File: src/rtl/dce_err_status_ctrl.sv
// -----------------------------------------------------------------------------
// dce_err_status_ctrl
//   Multi-channel error status / interrupt controller for the DCE unit. Each
//   channel tracks correctable errors against a programmable threshold
//   (ErrCount / ErrThreshold / ErrVld / ErrOvf) and logs uncorrectable errors
//   immediately. It also captures the info word of the logged event and
//   accepts write-1-to-clear updates from the CSR array.
//
//   Ports
//     clk, resetn           unit clock, synchronous active-low reset
//     ce_evt / uce_evt      per-channel one-cycle error pulses
//     evt_info              per-channel info word, valid with the pulses
//     det_en / int_en       per-channel detect / interrupt enables
//     err_thresh            per-channel correctable threshold
//     w1c_vld/w1c_ch/w1c_mask
//                           CSR W1C strobe, target channel, flag mask
//                           (bit0 ce_vld, bit1 ce_ovf, bit2 uce_vld, bit3 uce_ovf)
//     ce_cnt, ce_vld, ce_ovf, uce_vld, uce_ovf, err_info
//                           per-channel status registers
//     irq_c / irq_uc        registered correctable / uncorrectable interrupts
// -----------------------------------------------------------------------------

// -----------------------------------------------------------------------------
// dce_err_chan
//   Status registers for one error channel.
//
//   Ports
//     clk, resetn        clock, synchronous active-low reset
//     ce_evt, uce_evt    correctable / uncorrectable pulses (already this channel)
//     det_en             detect enable; events are ignored while low
//     evt_info           info word qualifying the pulses
//     thr                correctable threshold
//     clr                decoded W1C mask for this channel (zero when not targeted)
//     cnt ... info       current status
// -----------------------------------------------------------------------------
module dce_err_chan #(
   parameter int W_CNT  = 8,
   parameter int W_INFO = 20
) (
   input  logic              clk,
   input  logic              resetn,
   input  logic              ce_evt,
   input  logic              uce_evt,
   input  logic              det_en,
   input  logic [W_INFO-1:0] evt_info,
   input  logic [W_CNT-1:0]  thr,
   input  logic [3:0]        clr,
   output logic [W_CNT-1:0]  cnt,
   output logic              ce_vld,
   output logic              ce_ovf,
   output logic              uce_vld,
   output logic              uce_ovf,
   output logic [W_INFO-1:0] info
);

   typedef struct packed {
      logic [W_CNT-1:0]  cnt;
      logic              ce_vld;
      logic              ce_ovf;
      logic              uce_vld;
      logic              uce_ovf;
      logic [W_INFO-1:0] info;
   } st_t;

   st_t  st_q, st_d;
   logic ce, uce;

   assign ce  = ce_evt  & det_en;
   assign uce = uce_evt & det_en;

   always_comb begin
      st_d = st_q;

      // W1C first; event updates below are applied on top so that a set
      // in the same cycle always wins over a clear.
      if (clr[0]) begin
         st_d.ce_vld = 1'b0;
         st_d.cnt    = '0;
      end
      if (clr[1]) st_d.ce_ovf  = 1'b0;
      if (clr[2]) st_d.uce_vld = 1'b0;
      if (clr[3]) st_d.uce_ovf = 1'b0;

      // Correctable path. Decisions use the pre-cycle flags, so a clear of
      // ce_vld colliding with an event still records the overflow.
      if (ce) begin
         if (st_q.ce_vld) begin
            st_d.ce_ovf = 1'b1;
         end else if (st_q.cnt < thr) begin
            st_d.cnt = st_q.cnt + W_CNT'(1);
         end else begin
            // Count saturates at the threshold; this branch also catches a
            // threshold lowered below the current count.
            st_d.ce_vld = 1'b1;
            st_d.cnt    = st_q.cnt;
            if (!st_q.uce_vld) st_d.info = evt_info;
         end
      end

      // Uncorrectable path. Placed after the CE path so its info capture
      // overrides a CE capture in the same cycle.
      if (uce) begin
         st_d.uce_vld = 1'b1;
         if (st_q.uce_vld) st_d.uce_ovf = 1'b1;
         else              st_d.info    = evt_info;
      end
   end

   always_ff @(posedge clk) begin
      if (!resetn) st_q <= '0;
      else         st_q <= st_d;
   end

   assign cnt     = st_q.cnt;
   assign ce_vld  = st_q.ce_vld;
   assign ce_ovf  = st_q.ce_ovf;
   assign uce_vld = st_q.uce_vld;
   assign uce_ovf = st_q.uce_ovf;
   assign info    = st_q.info;

endmodule

module dce_err_status_ctrl #(
   parameter int N_CH   = 4,
   parameter int W_CNT  = 8,
   parameter int W_INFO = 20
) (
   input  logic                                      clk,
   input  logic                                      resetn,
   input  logic [N_CH-1:0]                           ce_evt,
   input  logic [N_CH-1:0]                           uce_evt,
   input  logic [N_CH*W_INFO-1:0]                    evt_info,
   input  logic [N_CH-1:0]                           det_en,
   input  logic [N_CH-1:0]                           int_en,
   input  logic [N_CH*W_CNT-1:0]                     err_thresh,
   input  logic                                      w1c_vld,
   input  logic [((N_CH > 1) ? $clog2(N_CH) : 1)-1:0] w1c_ch,
   input  logic [3:0]                                w1c_mask,
   output logic [N_CH*W_CNT-1:0]                     ce_cnt,
   output logic [N_CH-1:0]                           ce_vld,
   output logic [N_CH-1:0]                           ce_ovf,
   output logic [N_CH-1:0]                           uce_vld,
   output logic [N_CH-1:0]                           uce_ovf,
   output logic [N_CH*W_INFO-1:0]                    err_info,
   output logic                                      irq_c,
   output logic                                      irq_uc
);

   localparam int CH_W = (N_CH > 1) ? $clog2(N_CH) : 1;

   // When N_CH is not a power of two the select field can name channels
   // that do not exist; such writes are dropped.
   logic w1c_ok;
   assign w1c_ok = w1c_vld && (32'(w1c_ch) < 32'(N_CH));

   logic [N_CH-1:0][3:0] clr;

   for (genvar c = 0; c < N_CH; c++) begin : g_ch
      assign clr[c] = (w1c_ok && (w1c_ch == CH_W'(c))) ? w1c_mask : 4'b0000;

      dce_err_chan #(
         .W_CNT  (W_CNT),
         .W_INFO (W_INFO)
      ) u_chan (
         .clk      (clk),
         .resetn   (resetn),
         .ce_evt   (ce_evt[c]),
         .uce_evt  (uce_evt[c]),
         .det_en   (det_en[c]),
         .evt_info (evt_info[c*W_INFO +: W_INFO]),
         .thr      (err_thresh[c*W_CNT +: W_CNT]),
         .clr      (clr[c]),
         .cnt      (ce_cnt[c*W_CNT +: W_CNT]),
         .ce_vld   (ce_vld[c]),
         .ce_ovf   (ce_ovf[c]),
         .uce_vld  (uce_vld[c]),
         .uce_ovf  (uce_ovf[c]),
         .info     (err_info[c*W_INFO +: W_INFO])
      );
   end

   // Interrupts are registered off the status registers: one cycle behind
   // the vld flags, gated by the current int_en.
   logic irq_c_q,  irq_c_d;
   logic irq_uc_q, irq_uc_d;

   always_comb begin
      irq_c_d  = |(ce_vld  & int_en);
      irq_uc_d = |(uce_vld & int_en);
   end

   always_ff @(posedge clk) begin
      if (!resetn) begin
         irq_c_q  <= 1'b0;
         irq_uc_q <= 1'b0;
      end else begin
         irq_c_q  <= irq_c_d;
         irq_uc_q <= irq_uc_d;
      end
   end

   assign irq_c  = irq_c_q;
   assign irq_uc = irq_uc_q;

endmodule

File: config.mk
export PLATFORM = sky130hd
export DESIGN_NAME = dce_err_status_ctrl
export DESIGN_NICKNAME = d
export VERILOG_FILES = /design/src/rtl/dce_err_status_ctrl.sv
export SDC_FILE = /design/constraint.sdc
export NUM_CORES = 1
export LEC_CHECK = 0
export BUFFER_PORTS_ARGS = -buffer_cell sky130_fd_sc_hd__buf_2
export CORE_AREA = 5 5 140 109
export DETAILED_ROUTE_END_ITERATION = 12
export DIE_AREA = 0 0 145 114
export GPL_TIMING_DRIVEN = 0
export HOLD_SLACK_MARGIN = 0.08
export PLACE_DENSITY_LB_ADDON = 0.15
export SLEW_MARGIN = 20
export SYNTH_ARGS = -nofsm -noshare
export SYNTH_HDL_FRONTEND = slang
export SYNTH_SLANG_ARGS = --single-unit
File: constraint.sdc
create_clock -name clk -period 3 [get_ports clk]
set_input_delay 0.45 -clock clk [delete_from_list [all_inputs] [get_ports clk]]
set_output_delay 0.45 -clock clk [all_outputs]
set_load 0.05 [all_outputs]
==> flow_summary.toml, run 1 <==
[outcome]
outcome = "completed"

[die]
ios = 267
core_um2 = 13900
die_y_um = 114
chipWidth_um = 145
die_area_um2 = 16500
rows = 38
initial_utilization_pct = 47.0

[global_route]
antenna_found_initial = 0
grt_start_max_net_pins = 17
grt-ovfl-total = 0
grt_util_met2_pct = 35.0
grt_pass1_wl_um = 30700
met1_usage_pct = 29.8
busiest_layer = "met2"
grt.total_usage_pct = 22.5
grt_use_met3_pct = 7.74
grt_pass1_vias = 6100

[sta]
post-route-min-period_ns = 2.46
drv_slew = 0
rsz0062_at_grt = "false"
fin_skew_ns = 0.0106
hold_viol = 0
tightest_slew_ns = 0.718
setup_violations = 0
period_share_pct = 82.0
max_freq_ghz = 0.407
maxSlewHeadroom_pct = 51.9
setup_tns_ns = 0

[clock_network]
cts_max_level = 4
cts_root_buffer = "clkbuf_16"
post_cts_resized = 0
clk_pin_slew_ns = 0.06
cts_buffer_depth = 2
numCtsBuffers = 17
clk_latency_ns = 0.42
cts_setup_buffers = 0
clock_sinks = 130
cts_hold_buffers = 0
cts_tree = "done"

[finish]
antenna_cells = 0
multi_input_area_um2 = 3500
fillers = 1325
regArea_um2 = 2600
final_util_pct = 62.2
nNetsFinal = 1228
drive_gt1_share_pct = 31.1
area_growth_pct = 32.3

[critical_path]
arrival_ns = 2.80
critPathMaxFanout = 10
worstSetupPathType = "reg -> reg"
cp-start-kind = "flip-flop"
critPathRequiredTime_ns = 3.34
endpoint_kind = "flip-flop"

[drt]
via_per_inst = 5.17
drc = 0
dr_total_vias = 6464
post_drt_wl_per_cell_um = 15.3
drt-total-wl_um = 19100
dr.pass1.iters = 5
drtIter0Drc = 402
ant_nets = 0

[synth]
synth.avg_cell_area_um2 = 8.46
synth-async-reset-ratio_pct = 0
synthCells = 775
synth_flop_cell = "dfxtp_1"
synth-seq-area-share_pct = 39.7
synth.net_count = 944
syn-cell-area_um2 = 6550
yosysTopAreaCellShare_pct = 39.7
yosys.area.top_type = "dfxtp_1"
ys_ff_latch = 130
netlist_top_cells_area = "dfxtp_1 40%, nand2_1 13%, mux2i_1 13%, ha_1 6.1%, inv_1 1.9%"
yosys_warnings = 0
synth_cell_types = 63
synth-edff-count = 0

[power]
power.switching_mw = 1.29
leakage_nw = 4.23
clockPowerShare_pct = 44.2
p_int_mw = 3.19
swShare_pct = 28.8
cellPowerDensity_nw_per_um2 = 516
pwr-share-comb_pct = 15.0
ir_drop_mv = 0.567
sequentialPowerShare_pct = 40.8

[min_path]
hp-class = "in -> reg"

[job]
drv_cap = 0

[place]
routabilityCongestion = 0.860
dp_hpwl_um = 14400
io_buffers = 265
## final cells by class
class	count	share of cell area, %
tap	180	2.60
multi-input combinational	558	40.3
timing repair buffer	265	15.3
clock inverter	12	1.28
clock buffer	19	5.22
inverter	34	1.47
buffer	53	3.77
sequential	130	30.0
## synthesized netlist by cell type (all sizes together), types with 9 or more instances
| master | n |
|---|---|
| a21oi | 23 |
| a22oi | 9 |
| buf | 26 |
| clkbuf | 26 |
| dfxtp | 130 |
| ha | 32 |
| inv | 34 |
| mux2i | 82 |
| nand2 | 220 |
| nand3 | 22 |
| nor2 | 28 |
## critical path, stage by stage, from the launching register on
cell and delay [ns]:
dfxtp_1 0.36, ha_1 0.31, a21oi_1 0.06, o21ai_0 0.32, a31oi_2 0.15, a211oi_1 0.51, buf_2 0.40, mux2i_1 0.27
## state kept, by name, indices dropped and copies added (netlist names)
| register | flops |
|---|---|
| g_ch.u_chan.info | 80 |
| irq_uc | 1 |
| g_ch.u_chan.uce_ovf | 4 |
| irq_c | 1 |
| g_ch.u_chan.uce_vld | 4 |
| g_ch.u_chan.ce_ovf | 4 |
| g_ch.u_chan.ce_vld | 4 |
| g_ch.u_chan.cnt | 32 |
## logic make-up after synthesis
| group | synth area share, % |
|---|---|
| and+or+nand+nor | 22.3 |
| adders and majority gates | 6.11 |
| buffers and inverters | 6.93 |
| DFF | 39.7 |
| AOI/OAI and AO/OA | 12.2 |
| muxes | 12.7 |
## metal layers
layer	vias up	routed length, um
li1	3264	-
met1	2967	8690
met2	212	8570
met3	21	1570
met4	0	278
met5	-	0
## metrics by stage
stage	instance area [um2]	std cells	total power, mW	setup slack [ns]	hold slack, ns
after floorplan	6550	775	2.31	0.534	0.450
after global placement	8110	1220	2.53	0.352	0.439
after detailed placement	8110	1220	2.53	0.283	0.444
after CTS	8670	1251	4.51	0.485	0.257
after global routing	8670	1251	4.64	0.304	0.268
final	8670	1251	4.47	0.541	0.268
## path summary, 6_finish.rpt
path / startpoint / to / slack, ns / depth (start not counted)
max reg2reg: g_ch[0].u_chan.cnt[5]$_SDFFE_PN0P_ / g_ch[0].u_chan.info[10]$_SDFF_PN0_ / 0.54 / 7
max: g_ch[0].u_chan.cnt[5]$_SDFFE_PN0P_ / g_ch[0].u_chan.info[10]$_SDFF_PN0_ / 0.54 / 7
min reg2reg: g_ch[1].u_chan.info[11]$_SDFF_PN0_ / g_ch[1].u_chan.info[11]$_SDFF_PN0_ / 0.45 / 2
min: evt_info[8] / g_ch[0].u_chan.info[8]$_SDFF_PN0_ / 0.27 / 3
## layout by cell type, fill, tap and decap left out, types with 3 or more instances in the layout
cell type	count
nand3b_1	5
or4_1	8
mux2i_1	82
a31oi_1	6
a22oi_1	9
and3_1	8
nand4b_1	3
buf_4	16
o22ai_1	5
a32oi_1	8
a21o_1	8
o211ai_1	8
clkbuf_8	4
dfxtp_1	130
nand2b_1	6
nor3_1	7
nor2_1	28
clkinvlp_4	3
nand4_1	5
inv_1	34
clkinv_2	3
buf_2	274
a211oi_1	4
ha_1	32
a21oi_1	22
or2_2	3
clkbuf_16	17
clkbuf_1	24
nand2_1	220
and2_1	6
o21ai_0	7
o2bb2ai_1	6
clkinv_4	5
nand3_1	22
o21a_1	3
or3_1	4
## power by group through the flow
stage	clock, mW	sequential [mW]	combinational, mW
floorplan	0	2.04	0.263
global placement	0	1.86	0.664
detailed placement	0	1.86	0.670
CTS	2.01	1.83	0.674
global route	2.08	1.84	0.726
finish	1.98	1.83	0.670
No activity file was read; power rests on OpenSTA's default activity.
==> run 2: changes to the inputs <==
--- a/config.mk
+++ b/config.mk
@@ -5,10 +5,11 @@
 export SDC_FILE = /design/constraint.sdc
 export NUM_CORES = 1
 export LEC_CHECK = 0
+export ABC_AREA = 1
 export BUFFER_PORTS_ARGS = -buffer_cell sky130_fd_sc_hd__buf_2
-export CORE_AREA = 5 5 140 109
+export CORE_AREA = 5 5 149 116
 export DETAILED_ROUTE_END_ITERATION = 12
-export DIE_AREA = 0 0 145 114
+export DIE_AREA = 0 0 154 121
 export GPL_TIMING_DRIVEN = 0
 export HOLD_SLACK_MARGIN = 0.08
 export PLACE_DENSITY_LB_ADDON = 0.15
==> constraint.sdc (replaced) <==
create_clock -name clk -period 2.6 [get_ports clk]
set_input_delay 0.39 -clock clk [delete_from_list [all_inputs] [get_ports clk]]
set_output_delay 0.39 -clock clk [all_outputs]
set_load 0.05 [all_outputs]
==> run 2 against run 1 <==
Fmax grew 32%. Critical endpoint is now g_ch[3].u_chan.cnt[7]$_SDFFE_PN0P_. Highest routed layer is now met5. First-iteration DRC count is 20% higher. Power up 33%. Largest power group unchanged. Synthesized cell count increased by 57%. Clock power increased by 31%.
==> flow_summary.toml, run 2 <==
[critical_path]
timing.rr.start = "g_ch[3].u_chan.cnt[5]$_SDFFE_PN0P_"
cp_cell_sequence = "ha_1, a21oi_1, nor2_1, nor3_2, nand2_2, nand2_4, nand2_1, o21ai_0, nor2_1"
critPathBufInv = 0
cpPeakStageDelay_ns = 0.45
arrival_ns = 2.18
reg2reg_depth = 9
cp-start-kind = "flip-flop"
worstSetupStartpoint = "g_ch[3].u_chan.cnt[5]$_SDFFE_PN0P_"
reg2reg_slack_ns = 0.73
critPathTopFamily = "simple AND/OR/NAND/NOR gates"
crit_top_cell = "nor2_1"
critPathMaxFanout = 7
critPathRequiredTime_ns = 2.91
worstSetupPathType = "reg -> reg"
crit_slowest_cell = "dfxtp_1"
endpoint_kind = "flip-flop"
r2r_end = "g_ch[3].u_chan.cnt[7]$_SDFFE_PN0P_"

[sta]
drv_slew = 0
setup_tns_ns = 0
setup_violations = 0
hold_viol = 0
fin_hold_ws_ns = 0.259
max_freq_ghz = 0.535
maxSlewHeadroom_pct = 50.3
rsz0062_at_grt = "false"
post-route-min-period_ns = 1.87
period_share_pct = 71.8
tightest_slew_ns = 0.745
fin_skew_ns = 0.0101

[die]
die_y_um = 121
initial_utilization_pct = 50.0
chipWidth_um = 154
core_um2 = 15600
rows = 40
ios = 267
die_area_um2 = 18600

[global_route]
grt.total_usage_pct = 24.6
antenna_found_initial = 3
grt_pass1_vias = 7717
grt_start_max_net_pins = 17
grt-ovfl-total = 0
grt_pass1_wl_um = 37800

[min_path]
min_to = "g_ch[2].u_chan.uce_ovf$_SDFF_PN0_"
hp-class = "in -> reg"
hp-start = "uce_evt[2]"
min_path_cells = 3

[clock_network]
cts_root_buffer = "clkbuf_16"
numCtsBuffers = 17
post_cts_resized = 0
cts_buffer_depth = 2
clock_sinks = 130
clk_pin_slew_ns = 0.06
clk_latency_ns = 0.42
cts_hold_buffers = 0
cts_max_level = 4
cts_tree = "done"
cts_setup_buffers = 0

[synth]
synth_commonest_cells = "316 x nand2_1, 178 x inv_1, 140 x nor2_1, 130 x dfxtp_1, 104 x o21ai_0"
yosys_warnings = 0
yosysTopAreaCellShare_pct = 33.4
yosys.area.top_type = "dfxtp_1"
synthCells = 1214
synth-async-reset-ratio_pct = 0
synth_flop_cell = "dfxtp_1"
netlist_top_cells_area = "dfxtp_1 33%, nand2_1 15%, inv_1 8.6%, nor2_1 6.7%, o21ai_0 6.7%"
ys_ff_latch = 130
synth.net_count = 1383
syn-cell-area_um2 = 7800
yosysMostFrequentCell = "nand2_1"
synth-seq-area-share_pct = 33.4
synth.avg_cell_area_um2 = 6.43
synth-edff-count = 0
synth_cell_types = 31

[finish]
nNetsFinal = 1668
final_cell_mix = "316 x nand2_1, 276 x buf_2, 178 x inv_1, 140 x nor2_1, 130 x dfxtp_1"
fillers = 1517
final_cells = 1723
largest_reg_flops = 80
drive_gt1_share_pct = 25.1
final_util_pct = 64.3
area_growth_pct = 28.6
final_common_cell = "nand2_1"

[job]
drv_cap = 0

[power]
leakage_nw = 5.21
ir_drop_mv = 0.373
cellPowerDensity_nw_per_um2 = 594

[drt]
dr.pass1.iters = 5
via_per_inst = 4.92
drtIter0Drc = 482
ant_nets = 0
dr_total_vias = 8470
drc = 0
post_drt_wl_per_cell_um = 13.8
drt-total-wl_um = 23700

[place]
io_buffers = 266
dp_cells = 1690
dp_hpwl_um = 18200
routabilityCongestion = 0.871

[outcome]
outcome = "completed"
==> run 2: cell type report <==
class / count / area [um2] / share of cell area (%)
clock inverter: 14 / 205 / 2.05
buffer: 64 / 397 / 3.95
timing repair buffer: 266 / 1330 / 13.3
multi-input combinational: 839 / 4120 / 41.1
inverter: 181 / 679 / 6.77
antenna: 1 / 2.50 / 0.0249
clock buffer: 18 / 429 / 4.28
sequential: 130 / 2600 / 25.9
tap: 210 / 263 / 2.62
==> run 2: metrics by stage <==
stage,cell area [um2],setup slack [ns],power (mW)
after global routing,10000,0.551,6.19
final,10000,0.732,5.96
after global placement,9400,0.688,3.38
after CTS,10000,0.719,5.98
after detailed placement,9400,0.651,3.40
after floorplan,7800,0.632,3.04
==> run 2: power by group <==
| part | leakage, nW | switching (mW) | internal [mW] | total [mW] |
|---|---|---|---|---|
| Clock | 0.295 | 0.973 | 1.62 | 2.59 |
| Sequential | 1.06 | 0.0741 | 2.10 | 2.17 |
| Combinational | 3.85 | 0.840 | 0.351 | 1.19 |
| Total | 5.21 | 1.89 | 4.07 | 5.96 |
==> run 2: how the worst max path moves through the flow <==
stage	cells after the start	end	slack [ns]
final	9	g_ch[3].u_chan.cnt[7]$_SDFFE_PN0P_	0.73
after global routing	9	g_ch[3].u_chan.cnt[7]$_SDFFE_PN0P_	0.55
after CTS	9	g_ch[3].u_chan.cnt[7]$_SDFFE_PN0P_	0.72
after detailed placement	11	g_ch[3].u_chan.cnt[7]$_SDFFE_PN0P_	0.65
after global placement	11	g_ch[3].u_chan.cnt[7]$_SDFFE_PN0P_	0.69
after floorplan	10	g_ch[3].u_chan.info[0]$_SDFF_PN0_	0.63
==> run 2: logic make-up (layout without fill, tap and decap cells) <==
logic type      after synthesis  count (layout)  share of synthesized area [%]
compound gates              188             188                           12.4
fa+ha+maj                    32              32                           5.13
flops                       130             130                           33.4
simple gates                606             606                           33.6
other cells                   0               1                              0
buf+inv                     245             543                           13.8
mux                          13              13                           1.67
==> run 2: worst min-delay path, cell delays in order <==
cell and delay (ns):
buf_2 0.11, nand3_1 0.07, a21oi_1 0.06
==> run 2: metal layers <==
layer / vias to the layer above / track usage, % / wire length [um]
li1: 4382 / - / -
met1: 3782 / 31.8 / 10500
met2: 277 / 40.8 / 11100
met3: 25 / 6.70 / 1820
met4: 4 / 6.01 / 288
met5: - / 0 / 21
